[src/rtl/dna_pkg.sv]
// Shared definitions for the DNA systolic-array controller:
// FSM state encoding, phase counter width and the filler base codes
// driven toward the PE array whenever no live base is being streamed.
package dna_pkg;

  typedef enum logic [2:0] {
    ST_IDLE  = 3'd0,
    ST_CLEAR = 3'd1,
    ST_RUN   = 3'd2,
    ST_DRAIN = 3'd3,
    ST_DONE  = 3'd4
  } state_t;

  localparam int          PHASE_W    = 4;
  localparam logic [3:0]  PHASE_LAST = 4'hF;

  // Filler codes presented to PE0 / the read broadcast outside of RUN
  localparam logic [1:0]  REF_FILL   = 2'b11;
  localparam logic [1:0]  READ_FILL  = 2'b00;

endpackage

[src/rtl/dna_array_ctrl.sv]
// Controller for a linear systolic array of NUM_PE alignment PEs.
// Streams ref_len reference bases into PE0 while broadcasting one read
// base per 16 steps, then drains the pipeline for NUM_PE cycles and
// pulses done_o. Step handshakes are combinational so the array can
// advance on the same cycle the streams present valid data.
// Optional feature macro: DNA_MAXSCORE_EN (best-score tracking on max_score_o).
module dna_array_ctrl
  import dna_pkg::*;
#(
  parameter int NUM_PE = 16,
  parameter int LEN_W  = 16
) (
  input  logic              clk,
  input  logic              rst,
  input  logic              start_i,
  input  logic              abort_i,
  input  logic [LEN_W-1:0]  ref_len_i,
  input  logic [2:0]        match_i,
  input  logic [2:0]        mismatch_i,
  input  logic [2:0]        gap_i,
  input  logic              ref_valid_i,
  input  logic [1:0]        ref_base_i,
  output logic              ref_ready_o,
  input  logic              read_valid_i,
  input  logic [1:0]        read_base_i,
  output logic              read_ready_o,
  output logic              pe_rst_o,
  output logic              pe_en_o,
  output logic [1:0]        pe_ref_o,
  output logic [1:0]        pe_read_o,
  output logic [2:0]        pe_match_o,
  output logic [2:0]        pe_mismatch_o,
  output logic [2:0]        pe_gap_o,
  input  logic [31:0]       score_i,
  output logic              busy_o,
  output logic              done_o,
  output logic [31:0]       max_score_o
);

  localparam int DRAIN_W = (NUM_PE > 1) ? $clog2(NUM_PE + 1) : 1;
  localparam logic [DRAIN_W-1:0] DRAIN_LAST = DRAIN_W'(NUM_PE - 1);

  state_t               state_r, state_s;
  logic [PHASE_W-1:0]   phase_r;
  logic [LEN_W-1:0]     len_r;
  logic [LEN_W-1:0]     step_cnt_r;
  logic [DRAIN_W-1:0]   drain_cnt_r;
  logic [2:0]           match_r, mismatch_r, gap_r;
  logic                 abort_rst_r;   // holds pe_rst_o for the cycle after reset/abort
  logic                 run_step_s;
  logic                 last_step_s;

  assign last_step_s = ((step_cnt_r + LEN_W'(1)) == len_r);

  // Next-state decode plus combinational step handshakes toward streams and PEs
  always_comb begin
    state_s      = state_r;
    run_step_s   = 1'b0;
    pe_en_o      = 1'b0;
    ref_ready_o  = 1'b0;
    read_ready_o = 1'b0;
    pe_rst_o     = abort_rst_r;
    pe_ref_o     = REF_FILL;
    pe_read_o    = READ_FILL;
    busy_o       = 1'b0;
    done_o       = 1'b0;
    case (state_r)
      ST_IDLE: begin
        if (start_i) begin
          state_s = ST_CLEAR;
        end else begin
          state_s = ST_IDLE;
        end
      end
      ST_CLEAR: begin
        busy_o   = 1'b1;
        pe_rst_o = 1'b1;
        if (abort_i) begin
          state_s = ST_IDLE;
        end else if (len_r == {LEN_W{1'b0}}) begin
          state_s = ST_DRAIN;
        end else begin
          state_s = ST_RUN;
        end
      end
      ST_RUN: begin
        busy_o     = 1'b1;
        pe_ref_o   = ref_base_i;
        pe_read_o  = read_base_i;
        run_step_s = ref_valid_i && ((phase_r != PHASE_LAST) || read_valid_i);
        if (abort_i) begin
          state_s = ST_IDLE;
        end else if (run_step_s) begin
          pe_en_o      = 1'b1;
          ref_ready_o  = 1'b1;
          read_ready_o = (phase_r == PHASE_LAST);
          if (last_step_s) begin
            state_s = ST_DRAIN;
          end else begin
            state_s = ST_RUN;
          end
        end else begin
          state_s = ST_RUN;
        end
      end
      ST_DRAIN: begin
        busy_o = 1'b1;
        if (abort_i) begin
          state_s = ST_IDLE;
        end else begin
          pe_en_o = 1'b1;
          if (drain_cnt_r == DRAIN_LAST) begin
            state_s = ST_DONE;
          end else begin
            state_s = ST_DRAIN;
          end
        end
      end
      ST_DONE: begin
        busy_o  = 1'b1;
        state_s = ST_IDLE;
        if (abort_i) begin
          done_o = 1'b0;
        end else begin
          done_o = 1'b1;
        end
      end
      default: begin
        state_s = ST_IDLE;
      end
    endcase
  end

  // State register, run counters and weight/length capture
  always_ff @(posedge clk) begin
    if (rst) begin
      state_r     <= ST_IDLE;
      phase_r     <= {PHASE_W{1'b0}};
      len_r       <= {LEN_W{1'b0}};
      step_cnt_r  <= {LEN_W{1'b0}};
      drain_cnt_r <= {DRAIN_W{1'b0}};
      match_r     <= 3'd0;
      mismatch_r  <= 3'd0;
      gap_r       <= 3'd0;
      abort_rst_r <= 1'b1;
    end else begin
      state_r     <= state_s;
      abort_rst_r <= (state_r != ST_IDLE) && abort_i;
      case (state_r)
        ST_IDLE: begin
          if (start_i) begin
            len_r      <= ref_len_i;
            match_r    <= match_i;
            mismatch_r <= mismatch_i;
            gap_r      <= gap_i;
          end
        end
        ST_CLEAR: begin
          phase_r     <= {PHASE_W{1'b0}};
          step_cnt_r  <= {LEN_W{1'b0}};
          drain_cnt_r <= {DRAIN_W{1'b0}};
        end
        ST_RUN: begin
          if (pe_en_o) begin
            phase_r    <= phase_r + PHASE_W'(1);
            step_cnt_r <= step_cnt_r + LEN_W'(1);
          end
        end
        ST_DRAIN: begin
          if (pe_en_o) begin
            drain_cnt_r <= drain_cnt_r + DRAIN_W'(1);
          end
        end
        default: begin
          drain_cnt_r <= drain_cnt_r;
        end
      endcase
    end
  end

  assign pe_match_o    = match_r;
  assign pe_mismatch_o = mismatch_r;
  assign pe_gap_o      = gap_r;

`ifdef DNA_MAXSCORE_EN
  logic [31:0] max_score_r;

  // Best score seen on any array step of the current run (unsigned compare)
  always_ff @(posedge clk) begin
    if (rst) begin
      max_score_r <= 32'd0;
    end else if (state_r == ST_CLEAR) begin
      max_score_r <= 32'd0;
    end else if (pe_en_o && (score_i > max_score_r)) begin
      max_score_r <= score_i;
    end
  end

  assign max_score_o = max_score_r;
`else
  assign max_score_o = 32'd0;
`endif

endmodule

[config.mk]
export PLATFORM = sky130hd
export DESIGN_NAME = dna_array_ctrl
export DESIGN_NICKNAME = d
export VERILOG_FILES = /design/src/rtl/dna_pkg.sv /design/src/rtl/dna_array_ctrl.sv
export SDC_FILE = /design/constraint.sdc
export NUM_CORES = 1
export LEC_CHECK = 0
export ABC_AREA = 1
export ABC_CLOCK_PERIOD_IN_PS = 1600
export CAP_MARGIN = 20
export CORE_MARGIN = 2
export CORE_UTILIZATION = 36
export DETAILED_ROUTE_END_ITERATION = 10
export GPL_TIMING_DRIVEN = 0
export HOLD_SLACK_MARGIN = 0.05
export PLACE_DENSITY = 0.7
export RECOVER_POWER = 25
export REMOVE_ABC_BUFFERS = 1
export SLEW_MARGIN = 25
export SYNTH_ARGS = -nofsm -noshare
export SYNTH_HDL_FRONTEND = slang
export SYNTH_SLANG_ARGS = --single-unit
[constraint.sdc]
create_clock -name clk -period 1.6 [get_ports clk]
set_input_delay 0.4 -clock clk [delete_from_list [all_inputs] [get_ports clk]]
set_output_delay 0.4 -clock clk [all_outputs]
set_load 0.1 [all_outputs]
Word level (Yosys, flattened, before mapping)

Cells that the tools add are included.

Word-level logic and storage cells: 62
Flip-flop bits (word level): 54

Reductions and logical operators: 12
Muxes and demuxes: 28
Equal/unequal tests: 10
Add/sub/neg operators: 3

Operators with widths:

| kind                                                | count |
|---|---|
| case mux 16 bit (2 select lines)                    | 1 |
| adder 16 x 1 -> 16 bit, second input constant       | 1 |
| equality test 16 bit                                | 1 |
| zero test 16 bit                                    | 1 |
| 2-to-1 mux 16 bit                                   | 1 |
| 2-to-1 mux 1 bit                                    | 13 |
| 2-to-1 mux 3 bit                                    | 4 |
| case mux 3 bit (4 select lines)                     | 1 |
| case mux 5 bit (2 select lines)                     | 1 |
| case mux 4 bit (2 select lines)                     | 1 |
| equality test 3 x 2 -> 1 bit, second input constant | 2 |
| 2-to-1 mux 2 bit                                    | 3 |
| AND reduction 2 bit                                 | 3 |
| adder 5 x 1 -> 5 bit, second input constant         | 1 |
| equality test 5 x 4 -> 1 bit, second input constant | 1 |
| 2-to-1 mux 5 bit                                    | 1 |
| adder 4 x 1 -> 4 bit, second input constant         | 1 |
| equality test 4 bit, second input constant          | 1 |
| 2-to-1 mux 4 bit                                    | 1 |
| inequality test 2 bit, second input constant        | 2 |
| inequality test 4 bit, second input constant        | 1 |
| nonzero test 2 bit                                  | 2 |
| OR reduction 4 bit                                  | 1 |
| equality test 3 x 1 -> 1 bit, second input constant | 1 |
| 6 further kinds                                     | 7 |

Longest topological paths before layout

Depth in word-level cells: 8
Mapped depth: 12

Least setup slack after synthesis

No wires, ideal clock.

Kind: register -> output
Start point: register phase_r[0]
End point: output read_ready_o
Setup slack: -2.240 ns
Buffers on the path: 0
Data required time: 1.200 ns
Arrival time: 3.440 ns
Cell stages (with the launch flop): 9
Path through: dfxtp_1 > ha_1 > nand2_1 > inv_1 > nand2_1 > nand2_1 > nor2_4 > inv_1 > nor3_1

Word-level cells in the longest chain between the ends: 6
Elaborated cells on any way between the ends: 7
Classes of those cells: eq/ne: 2; mux: 3; reduce/logical: 2

RTL lines:

| item                     | line                  | RTL |
|---|---|---|
| start: declaration       | dna_array_ctrl.sv:44  | `logic [PHASE_W-1:0] phase_r;` |
| start signal: assignment | dna_array_ctrl.sv:138 | `phase_r <= {PHASE_W{1'b0}};` |
| start signal: assignment | dna_array_ctrl.sv:159 | `phase_r <= {PHASE_W{1'b0}};` |
| start signal: assignment | dna_array_ctrl.sv:165 | `phase_r <= phase_r + PHASE_W'(1);` |
| inequality test 4 bit    | dna_array_ctrl.sv:90  | `run_step_s = ref_valid_i && ((phase_r != PHASE_LAST) \|\| read_valid_i);` |
| logical OR 1 bit         | dna_array_ctrl.sv:90  |  |
| logical AND 1 bit        | dna_array_ctrl.sv:90  |  |
| 2-to-1 mux 1 bit (*)     | dna_array_ctrl.sv:93  | `end else if (run_step_s) begin` |
| 2-to-1 mux 1 bit (*)     | dna_array_ctrl.sv:91  | `if (abort_i) begin` |
| 2-to-1 mux 1 bit (*)     | dna_array_ctrl.sv:67  | `case (state_r)` |
| end: declaration         | dna_array_ctrl.sv:26  | `output logic read_ready_o,` |

Every way passes the cells marked *; elsewhere a longest branch is shown, timed or not.

Worst setup path in the final report

Start point: input abort_i
End point: output read_ready_o

Word-level cells in the longest chain between the ends: 2

RTL lines:

| item               | line                 | RTL |
|---|---|---|
| start: declaration | dna_array_ctrl.sv:16 | `input logic abort_i,` |
| 2-to-1 mux 1 bit   | dna_array_ctrl.sv:91 |  |
| 2-to-1 mux 1 bit   | dna_array_ctrl.sv:67 |  |

Every way passes these cells.

==> out/summary.txt <==
Status: finished, violations left
Failing checks: setup timing
Final hold vios: 0
Number of global-route vias before repair: 2,993
DRC violations left: 0
Die H: 98.0 microns
Post-synth ARST share: 0
Clock Skews: 17.9 ps
Yosys warns: 0
Most frequently used flop master after synthesis: dfxtp_1
Sequential area share after synthesis: 0.340
Synth Instances: 475
Vias: 3,401
Critical path class: input port to output port
H-tree depth: 2
Mean Syn Cell Area: 6.70 sq um
Largest net degree at the start of global routing: 43
End of the worst hold path: drain_cnt_r[0]
Initial antenna violation count: 0
PD cells: 815 nW/um^2
Rows: 34
DIE WIDTH: 98.0 microns
Post-synth top cells: 95 x nand2_1, 56 x inv_1, 55 x nand3_1, 54 x dfxtp_1, 47 x a21oi_1
Final ANT Viol Nets: 0
Setup TNS: -10,570 ps
Num CTS Buffers: 5
Share of layout cells above drive strength 1: 0.286
Min Hold Slack: 463 ps
Tcrit/Tclk final: 1.30
Max_cap viols: 0
Total placed instance area: 3660 sq um
Core ar.: 8640 sq um
Worst-Margin Slew: 637 ps
P&R area growth vs syn: 44.7%
Buffers added on ports: 53
Top-count cell post-synth: nand2_1
Largest area contributor in the netlist: dfxtp_1
Routed WL: 9600 microns
CP Launch Type: input port
Clock tree buffer depth: 2
Placed instance count: 620
Total Power: 3.75 mW
First-pass GRT wire length: 13,700 microns
Post-synth EDFFs: 0
CTS tree: done
Dpl hpwl: 5460 microns
Period minus WS final: 2080 ps
R2r setup slk: -370 ps
Clock Pin Slew Worst Setup and Hold Paths: 120 ps
Clk_lat worst skew: 330 ps
FMAX: 480 MHz
Static Leak: 1.94 nW
Worst Hold Depth: 1
First-pass iteration count of the detailed router: 4
Number of diodes: 0
Post-route setup slack: -485 ps
Pre-CTS setup slack: -1580 ps
Critical path arrival: 1680 ps
Register bit total from synthesis: 54
Die area: 9610 sq um
Most area-consuming cells after synthesis: dfxtp_1 34%, nand2_1 11%, nand3_1 8.7%
Syn Std Cell Area: 3180 sq um
Vias per cell: 5.05
Routability Congestion: 0.894
Total track usage: 0.171
Gr ovfl total: 0
Nets: 636
Avg WL per Cell: 14.2 microns
Pins Over Slew Limit: 0
Num ports: 118
Peak VDD IR: 402 uV
Final Cell Area: 4600 sq um
RSZ-0062 raised after global routing: yes
Slew HR: 0.575
First DRT Iteration DRCs: 267
Root buf cell: clkbuf_8
FF-to-FF Start: phase_r[0]
Setup Viol. Count Final: 31
Data required, critical path: 1200 ps
Reg-to-reg endpoint: step_cnt_r[2]
Yosys top cell area share: 0.340
Final std cells w/o fill: 674
Crit-path max FO: 3
Min-delay worst type: flop to flop
Final Util: 0.533
Distinct cell type count after synthesis: 30
Worst hold start: drain_cnt_r[0]
Initial core utilization: 0.368
Reg2Reg Depth: 14
CTS sink count: 54
Worst setup EP type: output port
[worst max path at each step]
stage                     startpoint            to  slack [ps]  cells past startpoint
after CTS                 phase_r[1]  read_ready_o        -530                      8
final                        abort_i  read_ready_o        -480                      7
after global routing         abort_i  read_ready_o        -550                      7
after floorplan           phase_r[0]  read_ready_o       -2240                      8
after detailed placement  state_r[1]   pe_ref_o[1]       -1580                      7
after global placement    state_r[1]   pe_ref_o[0]       -1570                      7
[layout make-up]
class,instances,area [sq um]
Multi-Input combinational cell,348,2000
Timing Repair inverter,3,35.0
Clock buffer,5,68.8
Fill cell,774,4030
Clock inverter,3,47.5
Inverter,58,239
Timing Repair Buffer,95,977
Tap cell,108,135
Sequential cell,54,1100
[state kept, by name, summed over array words and instances, names as in the netlist]
name,flops
len_r,16
step_cnt_r,16
drain_cnt_r,5
phase_r,4
pe_gap_o,3
pe_match_o,3
pe_mismatch_o,3
state_r,3
abort_rst_r,1
[power breakdown]
group          switching, mW  internal, mW
clock network          0.499         0.476
registers             0.0852          1.43
logic                  0.890         0.370
total                   1.47          2.28
[layout by cell type, fill, tap and decap left out, drive strengths merged, types with 2 or more instances in the layout]
cell,instances
a31oi,3
ha,4
o21ai,32
conb,32
clkinvlp,2
inv,60
clkbuf,6
or2,4
buf,60
o21bai,2
nor4,3
a21oi,47
a211oi,7
clkdlybuf4s50,31
nor3,9
nor2,39
xnor2,2
nand2,98
nand4,7
dfxtp,54
nand3,57
[worst max-delay path, cell delays in order]
cell	delay, ps
clkdlybuf4s50_1	440
inv_2	100
nand3_2	130
nor2_4	180
inv_2	70
nor3_4	160
buf_12	200
[kinds of logic (layout without fill, tap and decap cells)]
family,after synthesis,count (layout),synth area share
compound gates,91,91,0.153
fa+ha+maj,4,4,0.0157
xor+xnor,4,4,0.0153
other cells,1,32,0.00118
simple gates,216,217,0.312
flops,54,54,0.340
buf+inv,105,164,0.163
[routing by layer]
| layer | track usage | vias to the layer above | routed length [microns] |
|---|---|---|---|
| li1 | - | 1684 | - |
| met1 | 0.216 | 1573 | 3970 |
| met2 | 0.297 | 125 | 4880 |
| met3 | 0.0351 | 19 | 556 |
| met4 | 0.0449 | 0 | 192 |
| met5 | 0 | - | 0 |
[what timing repair did]
item	CTS	global route
gates cloned	2	3
hold buffers	0	0
setup buffers	27	19
setup endpoints to repair	70	51
gates resized for setup	198	74
pin swaps	19	19
No activity file was read; power rests on OpenSTA's default activity.
